==> config.mk <==
export PLATFORM = sky130hd
export DESIGN_NAME = codec_rx
export DESIGN_NICKNAME = d
export VERILOG_FILES = /design/src/rtl/codec_rx.sv
export SDC_FILE = /design/constraint.sdc
export NUM_CORES = 1
export LEC_CHECK = 0
export CAP_MARGIN = 40
export CORE_UTILIZATION = 55
export DETAILED_ROUTE_END_ITERATION = 12
export HOLD_SLACK_MARGIN = 0.05
export PLACE_DENSITY = 0.78
export SLEW_MARGIN = 15
export SYNTH_ARGS = -nofsm -noshare
export SYNTH_HDL_FRONTEND = slang
export SYNTH_SLANG_ARGS = --single-unit
==> constraint.sdc <==
create_clock -name clk -period 2.7 [get_ports clk]
set_input_delay 0.54 -clock clk [delete_from_list [all_inputs] [get_ports clk]]
set_output_delay 0.54 -clock clk [all_outputs]
set_load 0.05 [all_outputs]
==> src/rtl/codec_rx.sv <==
`timescale 1ns/1ps
// codec_rx: I2S master receiver. Generates sclk/lrclk and deserializes 16-bit left/right
// samples. Define CODEC_RX_DC_REMOVE_EN to add a per-channel DC-removal high-pass at load.
module codec_rx #(
   parameter int unsigned SCLK_HALF = 8,
   parameter int unsigned VALID_LEN = 4
) (
   input  logic        clk,
   input  logic        rst_n,
   input  logic        sdin,
   output logic        sclk,
   output logic        lrclk,
   output logic        VALID,
   output logic [15:0] left_out,
   output logic [15:0] right_out
);

   localparam int unsigned VW = $clog2(VALID_LEN + 1);

   logic [7:0]    div_cnt;
   logic [5:0]    bit_cnt;
   logic          div_wrap;
   logic          sclk_rise;
   logic          cap_en;
   logic          load_pend;
   logic [15:0]   left_sr;
   logic [15:0]   right_sr;
   logic [15:0]   left_next;
   logic [15:0]   right_next;
   logic [VW-1:0] valid_cnt;

   always_comb begin
      div_wrap  = (div_cnt == 8'(SCLK_HALF - 1));
      sclk_rise = div_wrap & ~sclk;
      // Slot position 0 is the I2S delay bit; 17..31 carry nothing we use.
      cap_en    = sclk_rise && (bit_cnt[4:0] >= 5'd1) && (bit_cnt[4:0] <= 5'd16);
   end

   assign lrclk = bit_cnt[5];

   always_ff @(posedge clk or negedge rst_n) begin
      if (!rst_n) begin
         div_cnt <= '0;
         sclk    <= 1'b0;
         bit_cnt <= '0;
      end else if (div_wrap) begin
         div_cnt <= '0;
         sclk    <= ~sclk;
         if (sclk) bit_cnt <= bit_cnt + 6'd1;
      end else begin
         div_cnt <= div_cnt + 8'd1;
      end
   end

   always_ff @(posedge clk or negedge rst_n) begin
      if (!rst_n) begin
         left_sr   <= '0;
         right_sr  <= '0;
         load_pend <= 1'b0;
      end else begin
         load_pend <= sclk_rise && (bit_cnt == 6'd48);
         if (cap_en) begin
            if (bit_cnt[5]) right_sr <= {right_sr[14:0], sdin};
            else            left_sr  <= {left_sr[14:0], sdin};
         end
      end
   end

`ifdef CODEC_RX_DC_REMOVE_EN
   logic [23:0] avg_l;
   logic [23:0] avg_r;

   // sat16(x - avg[23:8])
   function automatic logic [15:0] dc_out(input logic [15:0] x, input logic [23:0] avg);
      logic [16:0] d;
      d = {x[15], x} - {avg[23], avg[23:8]};
      if (d[16] != d[15]) return d[16] ? 16'h8000 : 16'h7FFF;
      return d[15:0];
   endfunction

   // avg + ((x << 8) - avg) >>> 8, in 16.8 fixed point
   function automatic logic [23:0] dc_avg(input logic [15:0] x, input logic [23:0] avg);
      logic signed [24:0] diff;
      diff = $signed({x[15], x, 8'h00}) - $signed({avg[23], avg});
      return 24'($signed({avg[23], avg}) + (diff >>> 8));
   endfunction

   always_comb begin
      left_next  = dc_out(left_sr, avg_l);
      right_next = dc_out(right_sr, avg_r);
   end

   always_ff @(posedge clk or negedge rst_n) begin
      if (!rst_n) begin
         avg_l <= '0;
         avg_r <= '0;
      end else if (load_pend) begin
         avg_l <= dc_avg(left_sr, avg_l);
         avg_r <= dc_avg(right_sr, avg_r);
      end
   end
`else
   always_comb begin
      left_next  = left_sr;
      right_next = right_sr;
   end
`endif

   always_ff @(posedge clk or negedge rst_n) begin
      if (!rst_n) begin
         left_out  <= '0;
         right_out <= '0;
         VALID     <= 1'b0;
         valid_cnt <= '0;
      end else if (load_pend) begin
         left_out  <= left_next;
         right_out <= right_next;
         VALID     <= 1'b1;
         valid_cnt <= VW'(VALID_LEN - 1);
      end else if (VALID) begin
         if (valid_cnt == '0) VALID <= 1'b0;
         else                 valid_cnt <= valid_cnt - 1'b1;
      end
   end

endmodule

==> results of run 1 <==
flip-flops by register name, summed over array words and instances (netlist names):
name / flops
right_next: 16
load_pend: 1
sclk: 1
bit_cnt: 6
VALID: 1
left_next: 16
div_cnt: 8
valid_cnt: 3
right_out: 16
left_out: 16
cells in the mapped netlist (all sizes together):
library cell and count:
clkbuf 5, nor3 2, a21oi 1, mux2 65, xor2 3, a22oi 1
nor2 6, and2b 1, nand4 3, and3 2, nand2 3, xnor2 10
nand2b 2, ha 6, or3b 1, dfrtp 84, a211o 1, nor4 3
nand3 8, or4 1, and2 1, o21ai 1, inv 5, nor2b 1
buf 3
metrics by stage:
step                instances  utilization
floorplan                 219            -
global placement          326        0.651
detailed placement        326        0.651
CTS                       342        0.679
global route              342        0.679
finish                    342        0.679
cells by family after synthesis:
logic type | synth area share
xor+xnor | 0.0334
compound gates | 0.00770
fa+ha+maj | 0.0220
buf+inv | 0.0187
mux | 0.237
flops | 0.616
simple gates | 0.0653
where the power goes:
part	switching, uW	internal, uW
Sequential	2.28	1260
Clock	426	357
Combinational	24.5	7.42
Total	452	1620
worst reg2reg max path: cells and delay by family (launching register included):
family | cells | cell delay [ns]
mux | 1 | 0.39
buf+inv | 1 | 0.09
fa+ha+maj | 1 | 0.15
simple gates | 2 | 0.77
compound gates | 1 | 0.45
flops | 1 | 0.45
per-layer routing:
layer,GRT usage,vias up
met5,0,-
met4,0.107,0
met3,0.0573,7
li1,-,851
met1,0.255,923
met2,0.289,34
final cells by class:
cell class	instances	area (sq um)	share of cell area
Tap cell	75	93.8	0.0232
Inverter	5	18.8	0.00464
Clock buffer	12	145	0.0359
Timing Repair Buffer	40	415	0.103
Sequential cell	84	2100	0.520
Multi-Input combinational cell	122	1240	0.308
Clock inverter	4	25.0	0.00619
worst min-delay path by stage:
stage	from	end	slack, ns	depth (start not counted)
after floorplan	rst_n	VALID	0.24	0
after global placement	div_cnt[0]	div_cnt[0]	0.44	1
after detailed placement	div_cnt[0]	div_cnt[0]	0.46	1
after CTS	rst_n	right_out[6]	0.16	1
after global routing	rst_n	right_out[6]	0.17	1
final	rst_n	right_out[6]	0.15	1
==> out/metrics.yaml, run 1 <==
cts.sinks: 84
design_area_sq_mm: 0.00405
cp-startpoint: "bit_cnt[0]"
syn_area_sq_mm: 0.00341
n_fill_cell: 420
clk_pin_slew_worst_paths_ns: 0.08
synthTopCellsByArea: "dfrtp_1, mux2_2, mux2_4"
start_kind: "register"
max-clock-path-buffers: 2
path_buf_inv: 1
crit_type: "register to register"
place_area_sq_mm: 0.00387
cts.hold.buffers_added: 0
cts_tree: "done"
viasPerCell: 5.31
maxSlewViolCount: 0
r2r-end: "right_next[10]"
fin_crit_sh: 0.893
h-tree-depth: 3
top_layer: "met4"
synth_top_area_frac: 0.616
peakVddDrop_mv: 0.285
r2r_slack_ns: 0.29
met2WireLength_mm: 2.45
syn_inst: 219
port_buffers: 37
leakage_uw: 0.00201
synth_cell_types: 29
p_per_area_mw_per_mm2: 513
grt_pass1_wl_mm: 9.13
finalSetupTns_ns: 0
worst_r2r_path_depth: 6
setup_violations: 0
worst_pin_slew_ns: 0.750
m1WireLength_mm: 2.46
reg2reg_from: "bit_cnt[0]"
crit_cells: 6
initial_core_util: 0.573
num_vias: 1815
fmax_ghz: 0.415
grt_pass1_vias: 1846
drv_cap: 0
io_pins: 38
hold_violations: 0
rsz0062_at_grt: "no"
total_power_uw: 2080
drive_gt1_frac: 0.330
slew_headroom: 0.500
synth-seq-cells: 84
n_antenna_cell: 0
cp_max_fo: 16
drt_pass1_iterations: 4
root_buffer: "clkbuf_8"
hpwl_mm: 3.51
fp.dieArea_sq_mm: 0.00652
place_ws_ns: 0.327
avgSynthCellArea_sq_um: 15.6
die_w_microns: 80.8
syn_nets: 228
met3_length_microns: 193
final_common_cell: "dfrtp_1"
min_period_ns: 2.41
seq_area_frac_synth: 0.616
rows: 28
core-area_sq_mm: 0.00596
cpPeakStageDelay_ns: 0.45
synth_warnings: 0
worstSkewPairLatency_ns: 0.35
cp_cell_sequence: "inv_1 -> ha_1 -> or3b_2 -> a22oi_1 -> nand3_4 -> mux2_4"
drc: 0
postCtsSetupRepairBufs: 0
synth.largest_area_cell: "dfrtp_1"
grtUsageTotal: 0.194
antenna_left: 0
endpoint_kind: "register"
fin_nets: 271
cts_buffers: 9
finClkSkew_ns: 0.00905
hold_slack_ns: 0.149
cp_slowest_cell: "dfrtp_1"
drt_first_iter_violations: 101
grt_overflow: 0
cts_resized: 0
post_drt_wl_per_cell_microns: 15.2
cp_top_family: "simple AND/OR/NAND/NOR gates"
grt_max_degree: 48
layout_setup_ws_ns: 0.289
gp_congestion: 0.775
die_h_microns: 80.8
endpoint: "right_next[10]"
arrival_ns: 2.64
min_path_type: "input port to asynchronous set/reset pin"
cp_data_required_time_ns: 2.93
antenna_found_initial: 0
finalWirelength_mm: 5.20
area_delta_synth_final_pct: 18.6
final_cell_mix: "dfrtp_1, mux2_2, clkdlybuf4s50_1"
outcome: "finished clean"
Note: power is estimated with default switching activity, not from simulation.
==> run 2, diff against run 1 <==
--- a/config.mk
+++ b/config.mk
@@ -6,11 +6,12 @@
 export NUM_CORES = 1
 export LEC_CHECK = 0
 export CAP_MARGIN = 40
-export CORE_UTILIZATION = 55
+export CORE_UTILIZATION = 35
 export DETAILED_ROUTE_END_ITERATION = 12
 export HOLD_SLACK_MARGIN = 0.05
-export PLACE_DENSITY = 0.78
+export PLACE_DENSITY = 0.54
 export SLEW_MARGIN = 15
 export SYNTH_ARGS = -nofsm -noshare
 export SYNTH_HDL_FRONTEND = slang
 export SYNTH_SLANG_ARGS = --single-unit
+export TNS_END_PERCENT = 20
==> out/metrics.yaml, run 2 (synthesized netlist as in run 1, its figures left out) <==
outcome: "finished clean"
fin_nets: 272
min_path_type: "register to register"
slew_headroom: 0.643
grt_pass1_wl_mm: 8.84
cp_max_fo: 16
endpoint: "right_next[14]"
fin_crit_sh: 0.889
r2r_slack_ns: 0.30
final_cell_mix: "dfrtp_1, mux2_2, clkdlybuf4s50_1"
min_period_ns: 2.40
leakage_uw: 0.00203
h-tree-depth: 3
cts.sinks: 84
io_pins: 38
whs_path_depth: 1
grt_max_degree: 71
drc: 0
swShare: 0.218
clk_pin_slew_worst_paths_ns: 0.08
cts_resized: 0
grtUsageTotal: 0.116
maxSlewViolCount: 0
power.internal_uw: 1730
reg2reg_from: "bit_cnt[0]"
grt_pass1_vias: 1812
comb_power_share: 0.015
peakVddDrop_mv: 0.238
fp.dieArea_sq_mm: 0.0101
final_common_cell: "dfrtp_1"
clock_power_share: 0.413
fin_util: 0.445
crit_type: "register to register"
seq_area_sq_mm: 0.00210
multi_input_area_sq_mm: 0.00124
cts_buffers: 9
die_w_microns: 101
drive_gt1_frac: 0.336
setup_violations: 0
finalSetupTns_ns: 0
rows: 35
rsz0062_at_grt: "no"
area_delta_synth_final_pct: 21.6
place_ws_ns: 0.296
finalWirelength_mm: 5.17
cts_tree: "done"
drt_first_iter_violations: 51
n_antenna_cell: 0
r2r-end: "right_next[14]"
max-clock-path-buffers: 2
cp_data_required_time_ns: 2.93
initial_core_util: 0.366
p_per_area_mw_per_mm2: 532
fmax_ghz: 0.417
antenna_found_initial: 0
root_buffer: "clkbuf_8"
worstSkewPairLatency_ns: 0.35
start_kind: "register"
cp-startpoint: "bit_cnt[0]"
hold_violations: 0
worst_pin_slew_ns: 0.534
seq_power_share: 0.572
gp_congestion: 0.769
finClkSkew_ns: 0.00878
hpwl_mm: 3.36
grt_overflow: 0
worst_r2r_path_depth: 6
num_vias: 1778
drt_pass1_iterations: 4
drv_cap: 0
port_buffers: 37
endpoint_kind: "register"
die_h_microns: 101
p_sw_uw: 481
n_fill_cell: 856
post_drt_wl_per_cell_microns: 13.0
total_power_uw: 2210
arrival_ns: 2.63
antenna_left: 0
core-area_sq_mm: 0.00933
layout_setup_ws_ns: 0.299
viasPerCell: 4.48
-- run 2: worst min-delay path by stage --
stage / slack (ns) / end / startpoint
global placement: 0.41 / right_out[7] / rst_n
global route: 0.49 / div_cnt[0] / div_cnt[0]
floorplan: 0.24 / VALID / rst_n
CTS: 0.46 / div_cnt[0] / div_cnt[0]
detailed placement: 0.41 / right_out[7] / rst_n
finish: 0.46 / div_cnt[0] / div_cnt[0]
-- run 2: worst max-delay path: stages (launching register included) --
cell and delay [ns]:
dfrtp_1 0.45, inv_1 0.08, ha_1 0.16, or3b_2 0.44
a22oi_1 0.45, nand3_4 0.33, mux2_4 0.38
-- run 2: final cells by class --
cell class,count,share of cell area
Tap cell,129,0.0389
Sequential cell,84,0.507
Clock buffer,10,0.0332
Clock inverter,6,0.0169
Inverter,5,0.00452
Timing Repair Buffer,41,0.0995
Multi-Input combinational cell,122,0.300
-- run 2: timing repair --
item,CTS,global route
setup buffers,0,0
hold buffers,1,0
endpoints found under the hold margin,14,0
-- run 2: power by group through the flow --
stage / clock network [uW] / registers, uW / logic (uW)
after floorplan: 0 / 1290 / 2.70
after global placement: 0 / 1290 / 35.3
after detailed placement: 0 / 1290 / 35.1
after CTS: 956 / 1260 / 36.4
after global routing: 1010 / 1260 / 39.9
final: 912 / 1260 / 33.4
-- run 2: routing by layer --
layer,up-vias,GRT usage,routed length (microns)
met2,25,0.181,2380
met4,0,0.0368,39
met1,902,0.147,2570
li1,847,-,-
met3,4,0.0465,184
met5,-,0,0
-- run 2: metrics by stage --
stage / std cells / cell area, sq um / hold WS, ns
after CTS: 397 / 4150 / 0.463
after global placement: 380 / 3930 / 0.413
after global routing: 397 / 4150 / 0.487
after floorplan: 219 / 3410 / 0.244
final: 397 / 4150 / 0.455
after detailed placement: 380 / 3930 / 0.411
